<file path="src/rtl/spi_agc_sched.sv">
// Purpose: round-robin SPI mode-0 write scheduler for two gain-word requesters.
// Latency: ack and cs_n fall one clk after a request is sampled in IDLE.
// Backpressure: requests are held until acked; no grant while a frame/gap is in flight or en=0.
module spi_agc_sched #(
  parameter int DATA_W = 16,
  parameter int DIV_N  = 2,
  parameter int GAP    = 4
) (
  input  logic              clk,
  input  logic              rst_n,
  input  logic              en,
  input  logic              req0,
  input  logic [DATA_W-1:0] data0,
  output logic              ack0,
  input  logic              req1,
  input  logic [DATA_W-1:0] data1,
  output logic              ack1,
  output logic              grant_id,
  output logic              busy,
  output logic              done,
  output logic              sclk,
  output logic              cs_n,
  output logic              mosi
);

  localparam int DW = $clog2(DIV_N + 1);
  localparam int BW = $clog2(DATA_W + 1);
  localparam int GW = $clog2(GAP + 1);
  localparam logic [DW-1:0] DIV_LAST = DW'(DIV_N - 1);
  localparam logic [BW-1:0] BIT_LAST = BW'(DATA_W - 1);
  localparam logic [GW-1:0] GAP_LAST = GW'(GAP - 1);

  typedef enum logic [2:0] {
    S_IDLE,
    S_LEAD,
    S_SHIFT,
    S_TRAIL,
    S_GAP
  } state_t;

  state_t            state;
  state_t            next_state;
  logic [DW-1:0]     div_cnt;
  logic [BW-1:0]     bit_cnt;
  logic [GW-1:0]     gap_cnt;
  logic [DATA_W-1:0] shreg;
  logic              ptr;        // requester granted last; the other wins a tie
  logic              grant;
  logic              win1;
  logic              div_last;
  logic              last_fall;

  assign grant     = en & (req0 | req1);
  assign win1      = req1 & (~req0 | ~ptr);
  assign div_last  = (div_cnt == DIV_LAST);
  // The falling sclk edge that completes the final bit of the frame
  assign last_fall = div_last & sclk & (bit_cnt == BIT_LAST);

  // State register
  always_ff @(posedge clk or negedge rst_n) begin
    if (!rst_n) begin
      state <= S_IDLE;
    end else begin
      state <= next_state;
    end
  end

  // Next-state decode: each phase ends on its terminal count
  always_comb begin
    next_state = state;
    case (state)
      S_IDLE:  if (grant)                next_state = S_LEAD;
      S_LEAD:  if (div_last)             next_state = S_SHIFT;
      S_SHIFT: if (last_fall)            next_state = S_TRAIL;
      S_TRAIL: if (div_last)             next_state = S_GAP;
      S_GAP:   if (gap_cnt == GAP_LAST)  next_state = S_IDLE;
      default:                           next_state = S_IDLE;
    endcase
  end

  // Chip select and busy follow the state directly, so reset forces them idle at once
  always_comb begin
    cs_n = 1'b1;
    busy = 1'b0;
    if (state == S_LEAD || state == S_SHIFT || state == S_TRAIL) begin
      cs_n = 1'b0;
    end
    if (state != S_IDLE) begin
      busy = 1'b1;
    end
  end

  // Datapath: grant latch, divider, sclk generation, shifter and pulse outputs
  always_ff @(posedge clk or negedge rst_n) begin
    if (!rst_n) begin
      div_cnt  <= '0;
      bit_cnt  <= '0;
      gap_cnt  <= '0;
      shreg    <= '0;
      ptr      <= 1'b1;
      grant_id <= 1'b0;
      ack0     <= 1'b0;
      ack1     <= 1'b0;
      done     <= 1'b0;
      sclk     <= 1'b0;
      mosi     <= 1'b0;
    end else begin
      ack0 <= 1'b0;
      ack1 <= 1'b0;
      done <= 1'b0;
      case (state)
        S_IDLE: begin
          div_cnt <= '0;
          bit_cnt <= '0;
          gap_cnt <= '0;
          sclk    <= 1'b0;
          if (grant) begin
            shreg    <= win1 ? data1 : data0;
            mosi     <= win1 ? data1[DATA_W-1] : data0[DATA_W-1];
            ack0     <= ~win1;
            ack1     <= win1;
            grant_id <= win1;
            ptr      <= win1;
          end
        end
        S_LEAD: begin
          div_cnt <= div_last ? '0 : div_cnt + 1'b1;
        end
        S_SHIFT: begin
          if (div_last) begin
            div_cnt <= '0;
            sclk    <= ~sclk;
            // Falling edge: advance to the next bit unless this was the last one
            if (sclk && (bit_cnt != BIT_LAST)) begin
              bit_cnt <= bit_cnt + 1'b1;
              shreg   <= shreg << 1;
              mosi    <= shreg[DATA_W-2];
            end
          end else begin
            div_cnt <= div_cnt + 1'b1;
          end
        end
        S_TRAIL: begin
          if (div_last) begin
            div_cnt <= '0;
            done    <= 1'b1;
            mosi    <= 1'b0;
          end else begin
            div_cnt <= div_cnt + 1'b1;
          end
        end
        S_GAP: begin
          if (gap_cnt != GAP_LAST) begin
            gap_cnt <= gap_cnt + 1'b1;
          end
        end
        default: begin
          div_cnt <= '0;
        end
      endcase
    end
  end

endmodule

</file>
<file path="config.mk">
export PLATFORM = sky130hd
export DESIGN_NAME = spi_agc_sched
export DESIGN_NICKNAME = d
export VERILOG_FILES = /design/src/rtl/spi_agc_sched.sv
export SDC_FILE = /design/constraint.sdc
export NUM_CORES = 1
export LEC_CHECK = 0
export BUFFER_PORTS_ARGS = -buffer_cell sky130_fd_sc_hd__buf_2
export CAP_MARGIN = 20
export CORE_AREA = 2 2 73 75
export CTS_CLUSTER_SIZE = 30
export DETAILED_ROUTE_END_ITERATION = 16
export DIE_AREA = 0 0 75 77
export SLEW_MARGIN = 20
export SYNTH_ARGS = -nofsm -noshare
export SYNTH_HDL_FRONTEND = slang
export SYNTH_SLANG_ARGS = --single-unit
</file>
<file path="constraint.sdc">
create_clock -name clk -period 2.05 [get_ports clk]
set_input_delay 0.1025 -clock clk [delete_from_list [all_inputs] [get_ports clk]]
set_output_delay 0.1025 -clock clk [all_outputs]
set_load 0.005 [all_outputs]
</file>
* After elaboration in Yosys (flattened, before gate mapping) *
Index checks and enable logic that the tools add are counted.

word-level totals
  register bits = 35
  input port bits = 37
  output and inout bits = 8
  logic and storage cells = 92

operators by class
  add/subtract/negate cells = 3
  eq/ne operators = 17
  muxes and demuxes = 34
  bitwise gates (word level) = 10
  reductions and logical operators = 16

operator list
  cell                                                                   number
  15-bit two-way mux                                                     4
  15-bit case mux with 2 select lines                                    1
  3-bit two-way mux                                                      6
  3-bit case mux with 5 select lines                                     1
  1-bit two-way mux                                                      14
  2-bit != test, second input constant                                   7
  5-bit two-way mux                                                      2
  5-bit case mux with 2 select lines                                     1
  5-bit AND reduction                                                    2
  3-bit by 2-bit equality test with 1-bit output, second input constant  3
  3-bit case mux with 2 select lines                                     1
  2-bit AND reduction                                                    3
  3-bit nonzero test                                                     2
  5-bit by 1-bit adder with 5-bit output, second input constant          1
  5-bit by 4-bit equality test with 1-bit output, second input constant  1
  5-bit by 4-bit != test with 1-bit output, second input constant        1
  1-bit bitwise AND                                                      4
  1-bit NOT                                                              4
  2-bit case mux with 2 select lines                                     1
  4-bit AND reduction                                                    1
  2-bit nonzero test                                                     2
  3-bit by 1-bit adder with 3-bit output, second input constant          1
  3-bit by 1-bit equality test with 1-bit output, second input constant  1
  3-bit equality test, second input constant                             1
  other kinds (13)                                                       15

* Longest topological paths before layout *
Gate-level depths: netlist of run 1.

  word-level depth = 6
  gate-level depth with buffers = 7
  depth with buffers taken out = 7

* Worst setup path after synthesis of run 1 *
No wires, ideal clock.

  kind = register -> register
  start = register bit_cnt[0]
  end = register bit_cnt[0]
  library setup time = 0.065 ns
  data arrival time = 1.849 ns
  data required time = 1.985 ns
  path slack = 0.136 ns
  stages on the path, launching flop included = 8
  path buffers = 0
  period minus slack after synthesis = 1.914 ns
  cell sequence = dfrtp_1 -> ha_1 -> and3_1 -> ha_1 -> nor4bb_1 -> o21ai_1 -> or3_1 -> nand2_1

between the ends
  word-level cells in the longest chain between the ends = 4
  elaborated cells on any way between the ends = 8
  classes of those cells = add/sub (1); eq/ne (2); mux (3); reduce/logical (2)

ends and longest elaborated chain
  what                                                                                                       line      RTL
  from (decl)                                                                                                44        logic [BW-1:0] bit_cnt;
  from (signal assigned)                                                                                     135       bit_cnt <= bit_cnt + 1'b1;
  5-bit by 1-bit adder with 5-bit output / 5-bit by 4-bit != test with 1-bit output (equally long branches)  135, 134
  5-bit two-way mux / 1-bit logical AND (equally long branches)                                              134       if (sclk && (bit_cnt != BIT_LAST)) begin
  5-bit two-way mux / 2-bit by 1-bit != test with 1-bit output (equally long branches)                       --
  5-bit case mux with 2 select lines / 3-bit AND reduction (equally long branches)                           --

Several ways; a longest one is shown, not always the timed one. The select of a mux whose other input is x is not followed.
A chain may end at the register's enable or synchronous reset.

* Final worst setup path of run 1 *
  start = register bit_cnt[1]
  end = register bit_cnt[0]

between the ends
  word-level cells in the longest chain between the ends = 4

ends and longest elaborated chain
  what                                                line
  5-bit by 4-bit != test with 1-bit output            134
  1-bit logical AND                                   134
  2-bit by 1-bit != test with 1-bit output (no line)  --
  3-bit AND reduction (no line)                       --

Every way passes these cells.

==> impl_metrics.py, run 1 <==
metrics = {
    "status": {
        "status": "finished, final reports clean",
    },
    "sta": {
        "finalCritPeriodShare_pct": 95.23,
        "rsz0062_at_grt": "yes",
        "period_minus_slack_ns": 1.952,
        "hold_viol": 0,
        "timing.fmax_mhz": 512.2,
        "clock_skew_ns": 0.004751,
        "tightest_slew_ns": 0.8257,
        "drv_slew": 0,
        "timing.slew.headroom_pct": 44.96,
        "setup-violations-final": 0,
    },
    "clocking": {
        "cts.sinks": 35,
        "clk_pin_slew_ns": 0.07,
        "cts_max_level": 2,
        "clockRootBuffer": "clkbuf_8",
        "cts_tree": "built",
        "clk_latency_ns": 0.29,
        "cts.path.max_buffers": 2,
        "numCtsBuffers": 5,
    },
    "place": {
        "io_buffer_count": 44,
        "place_hpwl_um": 2850,
        "dp_cells": 312,
        "routabilityCongestion": 0.7777,
    },
    "power_and_ir_drop": {
        "combPwrFrac_pct": 44.6,
        "power.density_mw_per_mm2": 1270,
        "switching_share_pct": 36.99,
        "internal_power_mw": 1.905,
        "total_power_mw": 3.023,
        "leakage_nw": 1.138,
        "power_frac_clock_pct": 17.2,
        "peakVddDrop_v": 0.0006030,
        "power.switching_mw": 1.118,
        "power_frac_seq_pct": 38.2,
    },
    "final_layout": {
        "final_cell_mix": "nand2_1, buf_2, dfrtp_1",
        "fin_cells": 326,
        "final_nets": 296,
        "multi_input_area_um2": 991.0,
        "regArea_um2": 877.1,
        "fill_cells": 486,
        "drive_above_1_share_pct": 35.55,
        "antenna_cells": 0,
        "synthToLayoutAreaGrowth_pct": 24.72,
    },
    "run": {
        "cap_viol_max_count": 0,
    },
    "logic_synthesis": {
        "ys_warn_count": 0,
        "synth_fp_nets": 246,
        "synth.distinct_cells": 40,
        "ys_seq_area_share_pct": 45.97,
        "avgSynthCellArea_um2": 9.308,
        "syn-instance-count": 205,
        "syn_area_mm2": 0.001908,
        "synth_seq_cells": 35,
    },
    "grt": {
        "track_usage_pct": 15.79,
        "antenna_found_initial": 0,
        "grt_pass1_vias": 1621,
        "grt_pass1_wl_um": 7107,
        "grt_overflow": 0,
        "grt_start_max_net_pins": 36,
    },
    "hold_path": {
        "hold_path_class": "input port to flip-flop",
    },
    "routing": {
        "drc": 0,
        "antenna_left": 0,
        "wl_um": 4191,
        "first_iter_violations": 56,
        "first_pass_iters": 6,
        "via_per_inst": 4.926,
        "vias": 1606,
        "wire_per_inst_um": 12.86,
    },
    "floorplan": {
        "io_pins": 45,
        "num_rows": 26,
        "initial_utilization_pct": 38.34,
        "dieArea_mm2": 0.005775,
        "die_x_um": 75,
        "core_mm2": 0.004977,
        "dieHeight_um": 77,
    },
    "critical_path": {
        "start_kind": "flip-flop",
        "path_class": "flip-flop to flip-flop",
        "crit_fanout": 6,
        "worstPathArrival_ns": 2.18,
        "end_kind": "flip-flop",
        "required_ns": 2.27,
    },
}
==> synthesized netlist by cell type (all sizes together) <==
cell type,instances,area (µm²)
nand2b,3,18.77
o21a,1,7.510
nor3,2,10.01
nor4bb,1,10.01
a21bo,1,10.01
nor2,25,93.84
or2,3,21.27
a31oi,14,87.58
and2,1,6.260
inv,6,22.52
or3b,1,8.760
nor2b,1,6.260
o2bb2ai,2,17.52
a21o,3,22.52
mux2,16,180.2
o211ai,1,7.510
xnor2,1,8.760
dfstp,1,26.28
a22o,2,17.52
and3,2,12.51
or3,3,23.77
nand2,44,165.2
mux2i,1,10.01
dfrtp,34,850.8
nand3b,2,15.01
a21oi,2,10.01
buf,11,81.32
o21ai,12,63.81
ha,4,50.05
o31ai,3,27.52
a21boi,2,15.02
==> path summary, 6_finish.rpt <==
kind,start,endpoint,slack [ns],cells past startpoint
min in group asynchronous,rst_n,gap_cnt[2]$_DFFE_PN0P_,0.45,2
worst min register to register,grant_id$_DFFE_PN0P_,grant_id$_DFFE_PN0P_,0.49,1
worst max register to register,bit_cnt[1]$_DFFE_PN0P_,bit_cnt[0]$_DFFE_PN0P_,0.1,7
worst max-delay path,bit_cnt[1]$_DFFE_PN0P_,bit_cnt[0]$_DFFE_PN0P_,0.1,7
max in group asynchronous,rst_n,state[0]$_DFFE_PN0P_,1.08,2
worst min-delay path,data1[0],shreg[0]$_DFFE_PN0P_,0.21,4
==> through the flow <==
stage	hold slack [ns]	setup WS (ns)	area (µm²)	util (%)	setup TNS, ns
after floorplan	-0.1931	0.1360	1908	-	0
after global placement	0.2389	-0.04641	2165	43.49	-0.6793
after detailed placement	0.2446	-0.07656	2168	43.56	-0.9655
after CTS	0.2159	0.01778	2290	46.00	0
after global routing	0.2590	-0.01501	2380	47.81	-0.01501
final	0.2148	0.09774	2380	47.81	0
==> power groups by stage <==
stage / Clock, mW / Combinational, mW / Sequential (mW)
after floorplan: 0 / 1.04 / 1.08
after global placement: 0 / 1.20 / 1.16
after detailed placement: 0 / 1.22 / 1.17
after CTS: 0.544 / 1.26 / 1.15
after global routing: 0.574 / 1.52 / 1.20
final: 0.519 / 1.35 / 1.16
==> state kept, by name, indices dropped and copies added (netlist names), 2 cells and up <==
| register | count |
|---|---|
| gap_cnt | 3 |
| state | 3 |
| div_cnt | 2 |
| bit_cnt | 5 |
| shreg | 15 |
==> metal layers <==
layer	global-route usage (%)	up-vias	share of wire (%)
met5	0	-	0
met4	5.893	0	1.2
met3	3.942	7	4.0
met2	24.82	34	47
met1	20.62	761	47
li1	-	804	-
==> worst max-delay path: stages (launching register included) <==
cell      delay, ns
dfrtp_1        0.39
ha_2           0.20
and3_4         0.18
ha_4           0.17
nor4bb_4       0.36
o21ai_4        0.13
or3_1          0.39
nand2_1        0.07
==> logic make-up after synthesis <==
logic type	share of synthesized area (%)
simple gates	20.52
compound gates	15.02
flops	45.97
buf+inv	5.442
mux	9.967
fa+ha+maj	2.623
xor+xnor	0.4591
==> area by class of cell <==
type | instances | area share [%]
sequential | 35 | 36.86
clock buffer | 7 | 3.628
tap | 70 | 3.680
inverter | 6 | 0.9464
clock inverter | 1 | 0.2103
multi-input combinational | 153 | 41.64
timing repair buffer | 54 | 13.04
==> repair_timing <==
| action | 4_1_cts | 5_1_grt |
|---|---|---|
| pin swaps | 2 | 7 |
| hold endpoints to repair | 34 | 0 |
| buffers inserted | 0 | 5 |
| gates cloned | 0 | 0 |
| endpoints found under the setup margin | 17 | 18 |
| hold buffers | 1 | 0 |
| resized for setup | 5 | 7 |
No activity file was read; power rests on OpenSTA's default activity.
==> run 2, diff against run 1 <==
GPL_TIMING_DRIVEN = 0   (was default)
MAX_ROUTING_LAYER = met4   (was default)
TNS_END_PERCENT = 30   (was default)
==> run 2 against run 1 <==
  * Die area did not move
  * Clock power down 7.9%
  * First-iteration DRC count up 45%
  * Highest routed layer unchanged
  * Flip-flop and latch count unchanged
  * Cell area shrank 0.68%
  * Maximum frequency up 1.0%
  * Routed wire length rose by 1.5%
  * Combinational power rose by 4%
  * Critical path type unchanged
==> impl_metrics.py, run 2 (same netlist as run 1, synthesis figures left out) <==
metrics = {
    "status": {
        "status": "finished, final reports clean",
    },
    "final_layout": {
        "top_regs": "shreg x15, bit_cnt x5",
        "final_nets": 300,
        "final_cell_mix": "buf_2, nand2_1, dfrtp_1",
        "fin_cells": 330,
        "antenna_cells": 0,
        "synthToLayoutAreaGrowth_pct": 23.87,
        "final_common_cell": "buf_2",
        "regMostFlops": "shreg",
        "drive_above_1_share_pct": 35.00,
        "fill_cells": 488,
        "largest_reg_flops": 15,
        "fin_area_mm2": 0.002364,
    },
    "sta": {
        "period_minus_slack_ns": 1.932,
        "tns_ns": 0,
        "setup-violations-final": 0,
        "fin_ws_ns": 0.1175,
        "timing.fmax_mhz": 517.5,
        "finalCritPeriodShare_pct": 94.27,
        "clock_skew_ns": 0.001705,
        "hold_viol": 0,
        "rsz0062_at_grt": "no",
        "timing.slew.headroom_pct": 47.83,
        "drv_slew": 0,
        "tightest_slew_ns": 0.7825,
    },
    "place": {
        "routabilityCongestion": 0.7638,
        "placed_area_mm2": 0.002216,
        "io_buffer_count": 44,
        "dp_cells": 319,
        "dpl_worst_slack_ns": -0.1034,
        "place_hpwl_um": 3052,
    },
    "critical_path": {
        "end_kind": "flip-flop",
        "cpPeakStageDelay_ns": 0.40,
        "path_class": "flip-flop to flip-flop",
        "crit_fanout": 10,
        "worstPathArrival_ns": 2.10,
        "required_ns": 2.22,
        "start_kind": "flip-flop",
        "crit_family": "simple AND/OR/NAND/NOR gates",
        "cp_slowest_cell": "dfrtp_1",
        "timing.critical_path.cells": "ha_2 -> and3_4 -> ha_4 -> nor3_1 -> o21ai_2 -> buf_4 -> mux2_2",
        "crit_buf_inv": 1,
    },
    "floorplan": {
        "core_mm2": 0.004977,
        "initial_utilization_pct": 38.34,
        "die_x_um": 75,
        "num_rows": 26,
        "dieArea_mm2": 0.005775,
        "io_pins": 45,
        "dieHeight_um": 77,
    },
    "routing": {
        "via_per_inst": 4.945,
        "first_iter_violations": 81,
        "drc": 0,
        "first_pass_iters": 4,
        "wl_um": 4252,
        "vias": 1632,
        "antenna_left": 0,
        "wire_per_inst_um": 12.88,
    },
    "clocking": {
        "cts_max_level": 2,
        "clockRootBuffer": "clkbuf_8",
        "cts.sinks": 35,
        "cts.path.max_buffers": 2,
        "clk_latency_ns": 0.28,
        "cts_tree": "built",
        "numCtsBuffers": 5,
        "clk_pin_slew_ns": 0.07,
    },
    "power_and_ir_drop": {
        "leakage_nw": 1.138,
        "total_power_mw": 2.996,
        "power.density_mw_per_mm2": 1268,
        "peakVddDrop_v": 0.0005422,
    },
    "hold_path": {
        "hold_path_class": "input port to flip-flop",
    },
    "run": {
        "cap_viol_max_count": 0,
    },
    "grt": {
        "grt_pass1_vias": 1495,
        "antenna_found_initial": 0,
        "grt_overflow": 0,
        "track_usage_pct": 15.89,
        "grt_pass1_wl_um": 6920,
        "grt_start_max_net_pins": 36,
    },
}
==> run 2: cell count changes in the layout (fill, tap and decap cells not counted), moves of 2 or more <==
cell	before	now
buf_6	0	4
a21boi_2	2	0
buf_2	44	49
o21ai_2	0	2
a21boi_1	0	2
o21ai_4	2	0
buf_4	8	3
==> run 2: final cells by class <==
| cell class | instances | area (µm²) | share of cell area, % |
|---|---|---|---|
| clock buffer | 7 | 76.32 | 3.229 |
| timing repair buffer | 47 | 245.2 | 10.38 |
| multi-input combinational | 153 | 968.4 | 40.97 |
| clock inverter | 1 | 5.005 | 0.2118 |
| sequential | 35 | 877.1 | 37.11 |
| tap | 70 | 87.58 | 3.706 |
| buffer | 11 | 81.33 | 3.441 |
| inverter | 6 | 22.52 | 0.9529 |
==> run 2: tightest hold or removal path, delay by kind of cell <==
family	cells	cell delay, ns
muxes	1	0.14
and+or+nand+nor	1	0.04
buffers and inverters	1	0.08
AOI/OAI and AO/OA	1	0.11
==> run 2: stage by stage <==
stage                     util (%)  hold slack (ns)
after floorplan                  -          -0.1931
after global placement       44.52           0.2409
after detailed placement     44.52           0.2322
after CTS                    46.63           0.2279
after global routing         47.49           0.2535
final                        47.49           0.2253
==> run 2: report_power, final <==
| part | switching [mW] | total (mW) | internal [mW] |
|---|---|---|---|
| Sequential | 0.148 | 1.11 | 0.959 |
| Clock | 0.240 | 0.478 | 0.238 |
| Combinational | 0.720 | 1.41 | 0.690 |
| Total | 1.11 | 3.00 | 1.89 |
==> run 2: per-layer routing <==
metal  part of all wire [%]  global-route usage (%)  vias to the layer above
met2                     46                   22.98                       28
met4                   0.80                   5.357                        0
met3                    3.0                   3.154                        4
li1                       -                       -                      813
met1                     50                   22.15                      787
met5                      0                       -                        -
==> run 2: final timing paths <==
kind,endpoint,slack [ns],depth (start not counted),startpoint
max,shreg[9]$_DFFE_PN0P_,0.12,7,bit_cnt[0]$_DFFE_PN0P_
min,shreg[0]$_DFFE_PN0P_,0.23,4,data1[0]
max reg2reg,shreg[9]$_DFFE_PN0P_,0.12,7,bit_cnt[0]$_DFFE_PN0P_
min reg2reg,grant_id$_DFFE_PN0P_,0.48,1,grant_id$_DFFE_PN0P_
max in group asynchronous,shreg[3]$_DFFE_PN0P_,1.12,2,rst_n
min in group asynchronous,div_cnt[0]$_DFFE_PN0P_,0.44,2,rst_n
==> run 2: what timing repair did <==
item,CTS,global route
buffers inserted,1,1
gates cloned,0,0
endpoints found under the hold margin,34,0
hold buffers,1,0
gates resized for setup,2,7
pin swaps,1,2
setup endpoints to repair,13,20
==> run 3, diff against run 2 <==
CORE_AREA = 2 2 67 69   (was 2 2 73 75)
DIE_AREA = 0 0 69 71   (was 0 0 75 77)
GPL_ROUTABILITY_DRIVEN = 0   (was default)
PLACE_DENSITY = 0.73   (was default)
==> run 3 against run 2 <==
  * Global-route usage rose by 2.9 points
  * Worst setup slack got worse by 0.028 ns
  * Combinational power barely moved
  * Critical path depth did not move
  * Critical path type unchanged
  * Critical endpoint is now shreg[6]$_DFFE_PN0P_
==> impl_metrics.py, run 3 (same netlist as run 1, synthesis figures left out) <==
metrics = {
    "final_layout": {
        "final_cell_mix": "buf_2, nand2_1, dfrtp_1",
        "synthToLayoutAreaGrowth_pct": 23.15,
        "drive_above_1_share_pct": 35.14,
        "final_common_cell": "buf_2",
        "multi_input_area_um2": 953.4,
        "top_regs": "shreg x15, bit_cnt x5",
        "regArea_um2": 877.1,
        "fill_cells": 389,
        "final_core_util_pct": 55.89,
        "antenna_cells": 0,
        "fin_cells": 311,
        "largest_reg_flops": 15,
        "final_nets": 299,
        "fin_area_mm2": 0.002350,
        "regMostFlops": "shreg",
    },
    "clocking": {
        "numCtsBuffers": 5,
        "clockRootBuffer": "clkbuf_8",
        "cts_tree": "built",
        "cts_max_level": 2,
        "cts.sinks": 35,
        "clk_latency_ns": 0.29,
        "cts.path.max_buffers": 2,
        "clk_pin_slew_ns": 0.07,
    },
    "routing": {
        "first_pass_iters": 4,
        "first_iter_violations": 45,
        "wl_met1_um": 2021,
        "vias": 1599,
        "wl_met2_um": 1952,
        "antenna_left": 0,
        "via_per_inst": 5.141,
        "drc": 0,
        "wire_per_inst_um": 13.33,
        "wl_um": 4145,
        "wl_met3_um": 118,
        "route.top_layer_used": "met4",
    },
    "sta": {
        "setup-violations-final": 0,
        "period_minus_slack_ns": 1.960,
        "finalCritPeriodShare_pct": 95.63,
        "tns_ns": 0,
        "hold_ws_ns": 0.2442,
        "fin_ws_ns": 0.08953,
        "tightest_slew_ns": 0.7824,
        "timing.fmax_mhz": 510.1,
        "clock_skew_ns": 0.005363,
        "timing.slew.headroom_pct": 47.84,
        "hold_viol": 0,
        "drv_slew": 0,
    },
    "floorplan": {
        "dieHeight_um": 71,
        "die_x_um": 69,
        "io_pins": 45,
        "initial_utilization_pct": 45.39,
        "core_mm2": 0.004204,
        "dieArea_mm2": 0.004899,
        "num_rows": 24,
    },
    "power_and_ir_drop": {
        "total_power_mw": 3.138,
        "peakVddDrop_v": 0.0006681,
        "leakage_nw": 1.148,
        "power.density_mw_per_mm2": 1336,
    },
    "critical_path": {
        "end_kind": "flip-flop",
        "start_kind": "flip-flop",
        "required_ns": 2.22,
        "worstPathArrival_ns": 2.13,
        "reg2regPathDepth": 7,
        "crit_fanout": 10,
        "path_class": "flip-flop to flip-flop",
    },
    "grt": {
        "antenna_found_initial": 0,
        "grt_pass1_vias": 1596,
        "track_usage_pct": 18.80,
        "grt_overflow": 0,
        "grt_pass1_wl_um": 7169,
        "grt_start_max_net_pins": 36,
    },
    "status": {
        "status": "finished, final reports clean",
    },
    "place": {
        "place_hpwl_um": 3057,
        "dpl_worst_slack_ns": -0.03093,
        "dp_cells": 301,
        "placed_area_mm2": 0.002193,
        "io_buffer_count": 44,
    },
    "hold_path": {
        "hold_depth": 4,
        "hold_path_class": "input port to flip-flop",
    },
    "run": {
        "cap_viol_max_count": 0,
    },
}
-- run 3: changes by cell type in the layout (fill, tap and decap cells not counted), sizes merged --
cell    before  now
clkbuf       7    5
clkinv       1    2
bufinv       0    1
buf         57   56
-- run 3: final timing paths --
path | from | endpoint | slack [ns]
worst max register to register | bit_cnt[0]$_DFFE_PN0P_ | shreg[6]$_DFFE_PN0P_ | 0.09
worst min register to register | grant_id$_DFFE_PN0P_ | grant_id$_DFFE_PN0P_ | 0.48
worst max-delay path | bit_cnt[0]$_DFFE_PN0P_ | shreg[6]$_DFFE_PN0P_ | 0.09
worst min-delay path | data1[4] | shreg[4]$_DFFE_PN0P_ | 0.24
max in group asynchronous | rst_n | done$_DFF_PN0_ | 1.12
min in group asynchronous | rst_n | gap_cnt[1]$_DFFE_PN0P_ | 0.43
-- run 3: repair_timing --
action / in CTS / in global routing
gates resized for setup: 2 / 4
hold endpoints to repair: 34 / 0
endpoints found under the setup margin: 13 / 18
pin swaps: 1 / 2
buffers inserted: 1 / 0
hold buffers: 1 / 0
-- run 3: worst max-delay path, cell delays in order, from the launching register on --
cell	delay [ns]
dfrtp_1	0.41
ha_2	0.21
and3_1	0.18
ha_2	0.20
nor3_1	0.24
o21ai_2	0.12
buf_4	0.21
mux2_2	0.28
-- run 3: area by class of cell --
class,instances,area share [%]
well taps,52,2.769
plain buffers,11,3.461
inverters,6,0.9585
repair buffers,46,10.12
multi-input cells,153,40.58
flip-flops and latches,35,37.33
clock buffers,5,2.929
clock inverters,3,1.864
-- run 3: report_power, final --
| part | internal [mW] | total, mW | leakage (nW) | switching, mW |
|---|---|---|---|---|
| Combinational | 0.684 | 1.40 | 0.646 | 0.720 |
| Clock | 0.362 | 0.623 | 0.0581 | 0.261 |
| Sequential | 0.958 | 1.11 | 0.444 | 0.153 |
| Total | 2.00 | 3.14 | 1.15 | 1.13 |
-- run 3: per-layer routing --
layer  global-route usage, %  vias to the layer above
li1                        -                      812
met1                   25.69                      748
met2                   28.53                       32
met3                   3.134                        7
met4                   6.536                        0
met5                       -                        -
